===== config.mk =====
export PLATFORM = sky130hd
export DESIGN_NAME = imem_loader_flat
export DESIGN_NICKNAME = d
export VERILOG_FILES = /design/src/rtl/imem_loader_if.sv /design/src/rtl/imem_loader.sv /design/src/flat_wrapper.sv
export SDC_FILE = /design/constraint.sdc
export NUM_CORES = 1
export LEC_CHECK = 0
export BUFFER_PORTS_ARGS = -buffer_cell sky130_fd_sc_hd__buf_4
export CAP_MARGIN = 20
export CORE_MARGIN = 5
export CORE_UTILIZATION = 36
export CTS_BUF_LIST = sky130_fd_sc_hd__clkbuf_4 sky130_fd_sc_hd__clkbuf_8
export DETAILED_ROUTE_END_ITERATION = 10
export RECOVER_POWER = 100
export SYNTH_ARGS = -nofsm -noshare
export SYNTH_HDL_FRONTEND = slang
export SYNTH_SLANG_ARGS = --single-unit

===== constraint.sdc =====
create_clock -name clk -period 4.03 [get_ports clk]
set_clock_uncertainty 0.1 [all_clocks]
set_input_delay 0.2015 -clock clk [delete_from_list [all_inputs] [get_ports clk]]
set_output_delay 0.2015 -clock clk [all_outputs]
set_load 0.01 [all_outputs]

===== src/rtl/imem_loader_if.sv =====
// imem_loader_if: byte-stream input and instruction-memory write bus of the
// instruction memory loader, plus the core hold and status flags.
//   byte_valid/byte_data/byte_ready : valid/ready byte stream into the loader
//   imem_we/imem_addr/imem_wdata    : single-cycle word write strobe, address, data
//   cpu_hold/done/error             : core hold and sticky load status
// Modports: master = stream source / memory+core side, slave = the loader.
interface imem_loader_if #(
   parameter int PC_WIDTH          = 8,
   parameter int INSTRUCTION_WIDTH = 32
);
   logic                         byte_valid;
   logic [7:0]                   byte_data;
   logic                         byte_ready;
   logic                         imem_we;
   logic [PC_WIDTH-1:0]          imem_addr;
   logic [INSTRUCTION_WIDTH-1:0] imem_wdata;
   logic                         cpu_hold;
   logic                         done;
   logic                         error;

   modport master (
      output byte_valid, byte_data,
      input  byte_ready, imem_we, imem_addr, imem_wdata, cpu_hold, done, error
   );

   modport slave (
      input  byte_valid, byte_data,
      output byte_ready, imem_we, imem_addr, imem_wdata, cpu_hold, done, error
   );
endinterface


===== src/rtl/imem_loader.sv =====
// imem_loader: assembles a framed byte stream into little-endian instruction
// words and writes them sequentially into instruction memory, holding the core
// until a complete image with a matching XOR checksum has been received.
// Frame: START_BYTE, C, 4*(C+1) data bytes (LSB first), XOR checksum byte.
// Ports:
//   clk : rising-edge clock
//   rst : synchronous active-high reset
//   bus : imem_loader_if slave (byte stream in, imem write + status out)
// PC_WIDTH / INSTRUCTION_WIDTH must match the parameters of the bound interface.
module imem_loader #(
   parameter int         PC_WIDTH          = 8,
   parameter int         INSTRUCTION_WIDTH = 32,
   parameter logic [7:0] START_BYTE        = 8'hA5,
   parameter int         TIMEOUT_CYCLES    = 1000000
) (
   input  logic        clk,
   input  logic        rst,
   imem_loader_if.slave bus
);

   localparam logic [2:0] S_IDLE  = 3'd0;
   localparam logic [2:0] S_COUNT = 3'd1;
   localparam logic [2:0] S_DATA  = 3'd2;
   localparam logic [2:0] S_WRITE = 3'd3;
   localparam logic [2:0] S_CHECK = 3'd4;

   localparam int             GAP_W     = (TIMEOUT_CYCLES > 2) ? $clog2(TIMEOUT_CYCLES) : 1;
   localparam logic [GAP_W-1:0] GAP_MAX = GAP_W'(TIMEOUT_CYCLES - 1);
   // 9 bits so that 2^8 is representable when PC_WIDTH == 8
   localparam logic [8:0]     MAX_WORDS = 9'(1 << PC_WIDTH);

   logic [2:0]                   state;
   logic [PC_WIDTH-1:0]          word_idx;
   logic [PC_WIDTH-1:0]          last_idx;   // N-1, i.e. the count byte C
   logic [1:0]                   byte_pos;
   logic [INSTRUCTION_WIDTH-9:0] word_buf;   // lower three bytes of the word in progress
   logic [7:0]                   csum;
   logic [GAP_W-1:0]             gap;
   logic [PC_WIDTH-1:0]          addr_q;
   logic [INSTRUCTION_WIDTH-1:0] wdata_q;
   logic                         hold_q, done_q, error_q;

   logic acc;
   logic in_frame;
   logic timeout;

   assign bus.byte_ready = !rst && (state != S_WRITE);
   assign bus.imem_we    = !rst && (state == S_WRITE);
   assign bus.imem_addr  = addr_q;
   assign bus.imem_wdata = wdata_q;
   assign bus.cpu_hold   = hold_q;
   assign bus.done       = done_q;
   assign bus.error      = error_q;

   assign acc      = bus.byte_valid && bus.byte_ready;
   assign in_frame = (state == S_COUNT) || (state == S_DATA) || (state == S_CHECK);
   assign timeout  = in_frame && !acc && (gap == GAP_MAX);

   always_ff @(posedge clk) begin
      if (rst) begin
         state    <= S_IDLE;
         word_idx <= '0;
         last_idx <= '0;
         byte_pos <= '0;
         word_buf <= '0;
         csum     <= '0;
         gap      <= '0;
         addr_q   <= '0;
         wdata_q  <= '0;
         hold_q   <= 1'b1;
         done_q   <= 1'b0;
         error_q  <= 1'b0;
      end else begin
         // Every accepted byte and every state entry restarts the gap count;
         // entries from WRITE start at zero because WRITE holds it there.
         if (in_frame && !acc && !timeout) gap <= gap + GAP_W'(1);
         else                              gap <= '0;

         case (state)
            S_IDLE: begin
               if (acc && bus.byte_data == START_BYTE) begin
                  hold_q   <= 1'b1;
                  done_q   <= 1'b0;
                  error_q  <= 1'b0;
                  word_idx <= '0;
                  byte_pos <= '0;
                  csum     <= '0;
                  state    <= S_COUNT;
               end
            end
            S_COUNT: begin
               if (acc) begin
                  last_idx <= bus.byte_data[PC_WIDTH-1:0];
                  if ({1'b0, bus.byte_data} >= MAX_WORDS) begin
                     error_q <= 1'b1;
                     state   <= S_IDLE;
                  end else begin
                     state   <= S_DATA;
                  end
               end else if (timeout) begin
                  error_q <= 1'b1;
                  state   <= S_IDLE;
               end
            end
            S_DATA: begin
               if (acc) begin
                  csum     <= csum ^ bus.byte_data;
                  byte_pos <= byte_pos + 2'd1;
                  if (byte_pos == 2'd3) begin
                     // Present the finished word on the bus during WRITE.
                     addr_q  <= word_idx;
                     wdata_q <= {bus.byte_data, word_buf};
                     state   <= S_WRITE;
                  end else begin
                     word_buf[{byte_pos, 3'b000} +: 8] <= bus.byte_data;
                  end
               end else if (timeout) begin
                  error_q <= 1'b1;
                  state   <= S_IDLE;
               end
            end
            S_WRITE: begin
               word_idx <= word_idx + PC_WIDTH'(1);
               state    <= (word_idx == last_idx) ? S_CHECK : S_DATA;
            end
            S_CHECK: begin
               if (acc) begin
                  if (bus.byte_data == csum) begin
                     done_q <= 1'b1;
                     hold_q <= 1'b0;
                  end else begin
                     error_q <= 1'b1;
                  end
                  state <= S_IDLE;
               end else if (timeout) begin
                  error_q <= 1'b1;
                  state   <= S_IDLE;
               end
            end
            default: state <= S_IDLE;
         endcase
      end
   end

endmodule


===== src/flat_wrapper.sv =====
// flat-port wrapper written by rule: the top's interface ports become plain ports
module imem_loader_flat 
#(
   parameter int         PC_WIDTH          = 8,
   parameter int         INSTRUCTION_WIDTH = 32,
   parameter logic [7:0] START_BYTE        = 8'hA5,
   parameter int         TIMEOUT_CYCLES    = 1000000
)
  (clk, rst, bus_byte_valid, bus_byte_data, bus_byte_ready, bus_imem_we, bus_imem_addr, bus_imem_wdata, bus_cpu_hold, bus_done, bus_error);
  imem_loader_if #(.PC_WIDTH(PC_WIDTH), .INSTRUCTION_WIDTH(INSTRUCTION_WIDTH)) bus_i ();
  input  logic clk;
  input  logic rst;
  input wire logic [$bits(bus_i.byte_valid)-1:0] bus_byte_valid;
  input wire logic [$bits(bus_i.byte_data)-1:0] bus_byte_data;
  output wire logic [$bits(bus_i.byte_ready)-1:0] bus_byte_ready;
  output wire logic [$bits(bus_i.imem_we)-1:0] bus_imem_we;
  output wire logic [$bits(bus_i.imem_addr)-1:0] bus_imem_addr;
  output wire logic [$bits(bus_i.imem_wdata)-1:0] bus_imem_wdata;
  output wire logic [$bits(bus_i.cpu_hold)-1:0] bus_cpu_hold;
  output wire logic [$bits(bus_i.done)-1:0] bus_done;
  output wire logic [$bits(bus_i.error)-1:0] bus_error;
  assign bus_i.byte_valid = bus_byte_valid;
  assign bus_i.byte_data = bus_byte_data;
  assign bus_byte_ready = bus_i.byte_ready;
  assign bus_imem_we = bus_i.imem_we;
  assign bus_imem_addr = bus_i.imem_addr;
  assign bus_imem_wdata = bus_i.imem_wdata;
  assign bus_cpu_hold = bus_i.cpu_hold;
  assign bus_done = bus_i.done;
  assign bus_error = bus_i.error;
  imem_loader #(.PC_WIDTH(PC_WIDTH), .INSTRUCTION_WIDTH(INSTRUCTION_WIDTH), .START_BYTE(START_BYTE), .TIMEOUT_CYCLES(TIMEOUT_CYCLES)) u_core (.clk(clk), .rst(rst), .bus(bus_i));
endmodule

==> impl_summary.log <==
[metrics] status: finished clean
[metrics] met1 Usage GRT: 19.7%
[metrics] number of storage elements in the synthesis netlist: 116
[metrics] internal reg-to-reg setup slack: 1.46 ns
[metrics] share of synthesized area spent on multiplexers: 1.20%
[metrics] crit end category: flip-flop
[metrics] GR Overflow Total: 0
[metrics] share of synthesized cell area in and, or, nand and nor gates: 27.5%
[metrics] Period minus WS final: 2.57 ns
[metrics] number of vias after detailed routing: 4288
[metrics] worst setup margin: 1.46 ns
[metrics] post-synthesis instance total: 616
[metrics] Lkg Pwr: 2.01 nW
[metrics] met3 capacity usage during global routing: 4.29%
[metrics] WS Path Type: flip-flop to flip-flop
[metrics] Setup Slack @ Placement: 1.78 ns
[metrics] final-report hold violation count: 0
[metrics] largest net degree at the start of global routing: 58
[metrics] cell at the root of the clock tree: sky130_fd_sc_hd__clkbuf_8
[metrics] total routing usage reported by global routing: 15.3%
[metrics] final slew viol count: 0
[metrics] Syn Area/Cell: 8.15 sq um
[metrics] count of distinct cell types in the synthesized netlist: 62
[metrics] fraction of the mapped netlist area in adder cells: 1.74%
[metrics] cell count after placement: 813
[metrics] CTS tree: yes
[metrics] Critical R2R Capture: u_core.word_buf[0]
[metrics] Rel. slew slack: 30.5%
[metrics] asr flop ratio synth: 0%
[metrics] depth of the worst register-to-register path: 5
[metrics] Compound-Gate Fraction of Synth Area: 13.2%
[metrics] IO Port Bufs: 55
[metrics] Die Outline Area: 16400 sq um
[metrics] Netlist Area Pre-Place: 5020 sq um
[metrics] antenna violation net count after detailed routing: 0
[metrics] clock-pin slew on the worst setup and hold paths: 0.07 ns
[metrics] Vert. Die Dim: 128 microns
[metrics] Hold Startpoint: rst
[metrics] total half-perimeter wirelength after legalization and detailed placement: 7970 microns
[metrics] main combinational cell family by area after synthesis: simple AND/OR/NAND/NOR gates
[metrics] most used routing layer in global routing: met2
[metrics] Yosys warning count: 0
[metrics] xor/xnor cell area share of the yosys netlist: 5.58%
[metrics] Starting DRT DRC Count: 374
[metrics] required time of the worst setup path: 4.30 ns
[metrics] Seq/Total Area, Yosys: 46.3%
[metrics] top achievable clock speed: 390 MHz
[metrics] share of cells above drive strength 1: 8.02%
[metrics] I/O pin cnt: 56
[metrics] final weighted congestion in routability-driven placement: 0.826
[metrics] global-route wire length before repair: 20200 microns
[metrics] layout net count: 679
[metrics] maxcap violations: 0
[metrics] clock latency on the worst-skew pair: 0.44 ns
[metrics] Arr. time, crit path: 2.83 ns
[metrics] starting utilization of the core area: 36.4%
[metrics] final routed wire length divided by cell count: 14.0 microns
[metrics] top cells by area in the synthesized netlist: sky130_fd_sc_hd__dfxtp_1 (46%), sky130_fd_sc_hd__nand2_1 (9.5%), sky130_fd_sc_hd__a21oi_1 (8.5%)
[metrics] total number of clock tree sinks: 116
[metrics] DIE WIDTH: 128 microns
[metrics] standard cell core area: 13800 sq um
[metrics] number of DRC violations after detailed routing: 0
[metrics] initial antenna violation count: 0
[metrics] vias per cell: 5.03
[metrics] VDD IR-drop max: 183 uV
[metrics] class of the worst hold path: input pin to flip-flop
[metrics] launch instance of the worst register-to-register path: u_core.state[1]
[metrics] number of placement rows: 43
[metrics] kind of start point of the critical path: flip-flop
[metrics] hold path endpoint: u_core.bus.imem_wdata[24]
[metrics] fraction of the cycle the final worst path needs: 63.7%
[metrics] RSZ-0062 raised after global routing: false
[metrics] number of gates resized after cts: 0
[metrics] largest area contributor in the netlist: sky130_fd_sc_hd__dfxtp_1
[metrics] transition time of the tightest slew-check pin: 1.03 ns
[metrics] total power density per cell area: 406 nW/um^2
[metrics] top post-synthesis cells by count: sky130_fd_sc_hd__nand2_1 (127), sky130_fd_sc_hd__dfxtp_1 (116), sky130_fd_sc_hd__a21oi_1 (85), sky130_fd_sc_hd__nor2_1 (55), sky130_fd_sc_hd__nand3_1 (41)
[metrics] setup TNS: 0 ns
[metrics] Cells on Worst Hold Path: 2
[metrics] antenna fix cells: 0
[metrics] most used flip-flop cell after synthesis: sky130_fd_sc_hd__dfxtp_1
[metrics] count of final setup violators: 0
[metrics] maximum level of the CTS H-tree: 4
[metrics] fraction of met2 tracks used by global routing: 24.2%
[metrics] Synth Net Count: 634
[metrics] critical path peak fanout: 16
[metrics] leading cell type by number of instances after synthesis: sky130_fd_sc_hd__nand2_1
[metrics] maximum buffer depth of the clock tree: 2
[metrics] number of global-route vias before repair: 4170
[metrics] drt first pass iters: 4
[metrics] number of synthesized flops with an enable pin: 0
[metrics] fraction of post-synthesis cell area in the top cell type by area: 46.3%
[metrics] relative area change from synthesis to final layout: 16.1%
[metrics] number of standard cells in the layout, taps in and fillers out: 853
[metrics] Num CTS Buffers: 17
[metrics] CP Launch Point: u_core.state[1]
[metrics] Final Routed Wirelength: 11900 microns
final cells by class:
type / instances / area, sq um
well taps: 180 / 225
flip-flops and latches: 116 / 2320
repair buffers: 67 / 357
clock buffers: 23 / 310
multi-input cells: 450 / 2450
fillers: 1434 / 7950
inverters: 9 / 33.8
clock inverters: 8 / 123
routing by layer:
layer / part of all wire (%) / up-vias / wire (microns)
met3: 5.2 / 16 / 615
li1: - / 2178 / -
met1: 46 / 2018 / 5510
met5: 0 / - / 0
met2: 47 / 76 / 5560
met4: 1.7 / 0 / 207
cell usage in the layout, fill, tap and decap left out, types with 5 or more instances in the layout:
master                          count
sky130_fd_sc_hd__nand2_1          127
sky130_fd_sc_hd__dfxtp_1          116
sky130_fd_sc_hd__a21oi_1           85
sky130_fd_sc_hd__nor2_1            55
sky130_fd_sc_hd__clkbuf_1          45
sky130_fd_sc_hd__nand3_1           41
sky130_fd_sc_hd__xor2_1            25
sky130_fd_sc_hd__clkbuf_8          22
sky130_fd_sc_hd__buf_4             13
sky130_fd_sc_hd__o21ai_0           11
sky130_fd_sc_hd__inv_1              9
sky130_fd_sc_hd__dlygate4sd3_1      9
sky130_fd_sc_hd__and3_1             7
sky130_fd_sc_hd__xnor2_1            7
sky130_fd_sc_hd__ha_1               7
sky130_fd_sc_hd__nand4_1            6
sky130_fd_sc_hd__nor3b_1            6
sky130_fd_sc_hd__mux2i_1            6
sky130_fd_sc_hd__nor3_1             5
sky130_fd_sc_hd__nand3b_1           5
how the worst max path moves through the flow:
| stage | end | slack (ns) |
|---|---|---|
| floorplan | u_core.word_buf[3] | 2.24 |
| global placement | u_core.gap[19] | 1.83 |
| detailed placement | u_core.gap[16] | 1.78 |
| CTS | u_core.word_buf[0] | 1.78 |
| global route | u_core.word_buf[19] | 1.16 |
| finish | u_core.word_buf[0] | 1.46 |
worst max-delay path, cell delays in order (launching register included):
cell and delay [ns]:
sky130_fd_sc_hd__dfxtp_1 0.61, sky130_fd_sc_hd__or3b_1 0.53, sky130_fd_sc_hd__nor3_1 0.48, sky130_fd_sc_hd__and2_0 0.47
sky130_fd_sc_hd__nand3_1 0.14, sky130_fd_sc_hd__a21oi_1 0.17
through the flow:
stage | util [%] | hold slack (ns) | cell area (sq um) | power, mW
global route | 42.3 | 0.0980 | 5830 | 2.46
CTS | 43.6 | 0.0775 | 6010 | 2.40
global placement | 39.8 | 0.343 | 5490 | 1.23
floorplan | - | 0.237 | 5020 | 1.21
finish | 42.3 | 0.112 | 5830 | 2.37
detailed placement | 39.8 | 0.346 | 5490 | 1.23
kinds of logic (layout without fill, tap and decap cells):
| family | after synthesis | after routing |
|---|---|---|
| buf+inv | 50 | 107 |
| compound gates | 118 | 118 |
| simple gates | 287 | 287 |
| fa+ha+maj | 7 | 7 |
| flops | 116 | 116 |
| mux | 6 | 6 |
| xor+xnor | 32 | 32 |
sequential cells by signal, indices dropped and copies added (netlist names), 2 cells and up:
name and flops:
u_core.bus.imem_addr 8, u_core.word_idx 8, u_core.word_buf 24, u_core.gap 20
u_core.state 3, u_core.last_idx 8, u_core.byte_pos 2, u_core.bus.imem_wdata 32
u_core.csum 8
repair_timing:
item | in CTS | in global routing
setup buffers | 0 | 0
hold endpoints to repair | 38 | 0
hold buffers | 9 | 0
report_power, final:
part           total (mW)  internal [mW]  switching [mW]
clock                1.16          0.696           0.464
sequential           1.15           1.15        0.000184
combinational      0.0608         0.0199          0.0408
(Power assumes the default switching activity.)
